<file path="src/rtl/accumulate_host.sv">
// Host sequencer for the array-accumulate kernel: it loads the array, starts the kernel and captures the result.
// The optional array readback stream is built only when ACCUMULATE_HOST_READBACK_EN is defined.
module accumulate_host #(
   parameter int DEPTH  = 1000,
   parameter int ADDR_W = 10,
   parameter int DATA_W = 64
) (
   input  logic              clk,
   input  logic              r_enable,
   input  logic [DATA_W-1:0] cfg_init_i,
   input  logic [DATA_W-1:0] cfg_init_acc,
   input  logic              in_valid,
   output logic              in_ready,
   input  logic [DATA_W-1:0] in_data,
   output logic              acc_r_enable,
   output logic [DATA_W-1:0] acc_init_i,
   output logic [DATA_W-1:0] acc_init_acc,
   input  logic              acc_w_enable,
   input  logic [DATA_W-1:0] acc_result,
   output logic              controlArr,
   output logic              controlArrWEnable_a,
   output logic [ADDR_W-1:0] controlArrAddr_a,
   output logic [DATA_W-1:0] controlArrWData_a,
   input  logic [DATA_W-1:0] controlArrRData_a,
   output logic              out_valid,
   input  logic              out_ready,
   output logic [DATA_W-1:0] out_data,
   output logic              out_last,
   output logic              done,
   output logic [DATA_W-1:0] result
);

   typedef enum logic [2:0] {
      ST_LOAD  = 3'd0,
      ST_START = 3'd1,
      ST_RUN   = 3'd2,
`ifdef ACCUMULATE_HOST_READBACK_EN
      ST_DRAIN = 3'd3,
`endif
      ST_DONE  = 3'd4
   } state_t;

   localparam logic [ADDR_W-1:0] LAST_ADDR = ADDR_W'(DEPTH - 1);

   state_t            state_q, state_d;
   logic [ADDR_W-1:0] addr_q, addr_d;
   logic              done_q, done_d;
   logic [DATA_W-1:0] result_q, result_d;
   logic [DATA_W-1:0] acc_init_i_q, acc_init_i_d;
   logic [DATA_W-1:0] acc_init_acc_q, acc_init_acc_d;

   always_comb begin
      state_d             = state_q;
      addr_d              = addr_q;
      done_d              = done_q;
      result_d            = result_q;
      acc_init_i_d        = acc_init_i_q;
      acc_init_acc_d      = acc_init_acc_q;
      in_ready            = 1'b0;
      acc_r_enable        = 1'b0;
      controlArr          = 1'b1;
      controlArrWEnable_a = 1'b0;
      controlArrAddr_a    = addr_q;
      controlArrWData_a   = in_data;
      out_valid           = 1'b0;
      out_data            = '0;
      out_last            = 1'b0;

      case (state_q)
         ST_LOAD: begin
            in_ready            = 1'b1;
            controlArrWEnable_a = in_valid;
            if (in_valid) begin
               if (addr_q == LAST_ADDR) begin
                  addr_d  = '0;
                  state_d = ST_START;
               end else begin
                  addr_d = addr_q + ADDR_W'(1);
               end
            end
         end
         ST_START: begin
            acc_r_enable = 1'b1;
            controlArr   = 1'b0;
            state_d      = ST_RUN;
         end
         ST_RUN: begin
            controlArr = 1'b0;
            if (acc_w_enable) begin
               result_d = acc_result;
`ifdef ACCUMULATE_HOST_READBACK_EN
               state_d  = ST_DRAIN;
`else
               state_d  = ST_DONE;
               done_d   = 1'b1;
`endif
            end
         end
`ifdef ACCUMULATE_HOST_READBACK_EN
         // The array read port is combinational, so the word is valid in the same cycle as its address.
         ST_DRAIN: begin
            out_valid = 1'b1;
            out_data  = controlArrRData_a;
            out_last  = (addr_q == LAST_ADDR);
            if (out_ready) begin
               if (addr_q == LAST_ADDR) begin
                  addr_d  = '0;
                  state_d = ST_DONE;
                  done_d  = 1'b1;
               end else begin
                  addr_d = addr_q + ADDR_W'(1);
               end
            end
         end
`endif
         ST_DONE: begin
            done_d = 1'b1;
         end
         default: begin
            state_d = ST_LOAD;
         end
      endcase
   end

`ifndef ACCUMULATE_HOST_READBACK_EN
   logic unused_readback;
   assign unused_readback = out_ready ^ (^controlArrRData_a);
`endif

   always_ff @(posedge clk) begin
      if (r_enable) begin
         state_q        <= ST_LOAD;
         addr_q         <= '0;
         done_q         <= 1'b0;
         result_q       <= '0;
         acc_init_i_q   <= cfg_init_i;
         acc_init_acc_q <= cfg_init_acc;
      end else begin
         state_q        <= state_d;
         addr_q         <= addr_d;
         done_q         <= done_d;
         result_q       <= result_d;
         acc_init_i_q   <= acc_init_i_d;
         acc_init_acc_q <= acc_init_acc_d;
      end
   end

   assign done         = done_q;
   assign result       = result_q;
   assign acc_init_i   = acc_init_i_q;
   assign acc_init_acc = acc_init_acc_q;

endmodule

</file>
<file path="config.mk">
export PLATFORM = sky130hd
export DESIGN_NAME = accumulate_host
export DESIGN_NICKNAME = d
export VERILOG_FILES = /design/src/rtl/accumulate_host.sv
export SDC_FILE = /design/constraint.sdc
export NUM_CORES = 1
export LEC_CHECK = 0
export BUFFER_PORTS_ARGS = -buffer_cell sky130_fd_sc_hd__buf_4
export CORE_AREA = 2 2 261 263
export DETAILED_ROUTE_END_ITERATION = 7
export DIE_AREA = 0 0 263 265
export SLEW_MARGIN = 20
export SYNTH_ARGS = -nofsm -noshare
export SYNTH_HDL_FRONTEND = slang
export SYNTH_SLANG_ARGS = --single-unit
</file>
<file path="constraint.sdc">
create_clock -name clk -period 2.3 [get_ports clk]
set_input_delay 0.23 -clock clk [delete_from_list [all_inputs] [get_ports clk]]
set_output_delay 0.23 -clock clk [all_outputs]
set_load 0.005 [all_outputs]
</file>
==> metrics.csv <==
metric;value;unit
post-synthesis sequential area ratio;0.701;
I/O pins;662;
Tcrit/Tclk final;0.935;
Slew HR;0.483;
Compound-Gate Fraction of Synth Area;0.0464;
CP Capture Type;output port;
maximum VDD drop;0.000497;V
layout cells sized above 1;0.394;
Post-Synthesis Cell Area;7710;µm²
simple-gate share of the synthesized area;0.0970;
reg-to-reg endpoint;result[51];
fin nets;1482;
top post-synthesis cells by count;nand2_1 (134), buf_4 (130), edfxtp_1 (128);
top cells by area, synth;edfxtp_1 (50%), dfxtp_1 (20%), buf_4 (13%), nand2_1 (6.5%), a21oi_1 (4.2%);
main combinational cell family by area after synthesis;buffers and inverters;
RSZ-0062 raised after global routing;no;
Core Util, Final;0.208;
starting density of the core;0.115;
Final Cell Area;13900;µm²
DR top layer;met5;
Detailed Route Iter0 Violations;351;
mux cell area share after synthesis;0.00146;
die width;263;µm
Final Hold Fails;0;
Die H;265;µm
Post-synth EDFFs;128;
Slew @ Worst Pin;776;ps
yosys warns;0;
CTS tree;yes;
Max Freq;0.465;GHz
cell area after placement;11100;µm²
CTS resizes;0;
worst setup margin;150;ps
cell taking the most area after synthesis;edfxtp_1;
total grt overflow;0;
hold crit path type;input pin to flip-flop;
detailed-route via count;6401;
WP data required;2070;ps
Setup WS pre-CTS;526;ps
number of setup buffers added after CTS;0;
commonest register cell after synthesis;edfxtp_1;
TNS Setup;0;ps
top-count cell post-synth;nand2_1;
Syn Inst Count;613;
WS Path Type;flip-flop to output port;
Initial DRT Pass Iterations;4;
Synth Area in Adders;0.00162;
Arrival @ worst endpoint;1920;ps
max cap viols;0;
Root Driver;clkbuf_16;
cts bufs inserted;27;
Pins Over Slew Limit;0;
die area;69700;µm²
initial antenna violation count;15;
Yosys reg bits;206;
FF-to-FF path depth;5;
number of remaining DRC errors;0;
library cells used by synthesis;31;
vias in the first global route;6631;
Met2 Wirelength;16.6;mm
worst setup path end;controlArrWEnable_a;
vias per cell;3.11;
WL per Instance;16.0;µm
Reg clk slew, reported paths;60;ps
HPWL Detailed;25.2;mm
M1 wire length;11.3;mm
Async S/R FF share, synth;0;
crit-path max FO;8;
H-tree levels;1;
Setup-failing EPs final;0;
syn avg cell area;12.6;µm²
largest net degree at the start of global routing;67;
crit path launch;state_q[2];
top cell type's share of synthesized area;0.498;
post-route ant nets;0;
clk_lat worst skew;570;ps
clock skew;22.0;ps
met3 wire length;3.50;mm
core area;66800;µm²
clock sink count;206;
pwr dens;666;nW/µm²
status;completed;
row cnt;95;
post-layout min period;2150;ps
startpoint types;flip-flop;
Placer Congestion;0.739;
IO buf count;402;
Area Growth Syn to Fin;80.2;%
Tot GR Track Use;0.0900;
Worst R2R Start;state_q[1];
fillers;7222;
CTS Buffer Depth;3;
WL final;32.8;mm
reg2reg setup slack;560;ps
first-pass GRT wire length;45.8;mm
leakage;5.59;nW
Post-Synth XOR/XNOR Area;0.0102;
-- how the worst min path moves through the flow --
stage / startpoint / to / slack (ps) / cells after the start
after floorplan: cfg_init_acc[0] / acc_init_acc[0] / 330 / 0
after global placement: cfg_init_i[43] / acc_init_i[43] / 410 / 1
after detailed placement: cfg_init_i[43] / acc_init_i[43] / 410 / 1
after CTS: r_enable / result[37] / 110 / 2
after global routing: r_enable / acc_init_i[22] / 130 / 1
final: r_enable / result[35] / 140 / 2
-- stage by stage --
step	instances	hold slack, ps	power, W
2_1_floorplan	678	329	0.00452
3_3_place_gp	1807	409	0.00501
3_5_place_dp	1807	409	0.00502
4_1_cts	2049	111	0.00946
5_1_grt	2056	129	0.00968
6_report	2058	139	0.00926
-- repair_timing --
item                                    4_1_cts  5_1_grt
hold endpoints to repair                    193        0
hold buffers                                193        0
endpoints found under the setup margin        0        0
-- layout make-up --
cell class                      count  area (µm²)  area share
Sequential cell                   206        5410       0.389
Antenna cell                        9        22.5     0.00162
Multi-Input combinational cell    315        1460       0.105
Clock inverter                     21         169      0.0122
Tap cell                          873        1090      0.0786
Timing Repair Buffer              603        5050       0.364
Inverter                            3        11.3    0.000810
Clock buffer                       28         679      0.0489
-- state kept, by name, summed over array words and instances, names as in the netlist --
name	cells
acc_init_acc	64
state_q	3
done	1
controlArrAddr_a	10
result	64
acc_init_i	64
-- critical path, cell delays in order, from the launching register on --
cell	delay [ps]
dfxtp_1	390
or4b_4	680
inv_2	160
buf_4	130
-- logic make-up (layout without fill, tap and decap cells) --
kind of cell | after synthesis | after routing
DFF | 206 | 206
adders and majority gates | 1 | 1
and+or+nand+nor | 169 | 169
muxes | 1 | 1
AOI/OAI and AO/OA | 69 | 69
xor gates and xnor gates | 9 | 9
other | 1 | 75
buffers and inverters | 157 | 655
-- routing by layer --
| layer | up-vias | track usage |
|---|---|---|
| met3 | 83 | 0.0369 |
| met4 | 10 | 0.0411 |
| met2 | 401 | 0.167 |
| met1 | 2938 | 0.0867 |
| met5 | - | 0 |
| li1 | 2969 | - |
-- cell usage in the layout (no fill, tap or decap), types with 7 or more instances in the layout --
| cell | instances |
|---|---|
| nand2_1 | 134 |
| clkbuf_16 | 27 |
| xnor2_1 | 7 |
| nor2_1 | 13 |
| diode_2 | 9 |
| dlygate4sd3_1 | 193 |
| dfxtp_1 | 78 |
| buf_4 | 406 |
| a21oi_1 | 65 |
| edfxtp_1 | 128 |
| conb_1 | 66 |
-- power by group --
group	internal, W	leakage (nW)	switching [W]
logic	0.000649	3.29	0.000384
registers	0.00413	1.88	0.0000682
clock network	0.00229	0.412	0.00174
Power figures use the tool's default switching activity.
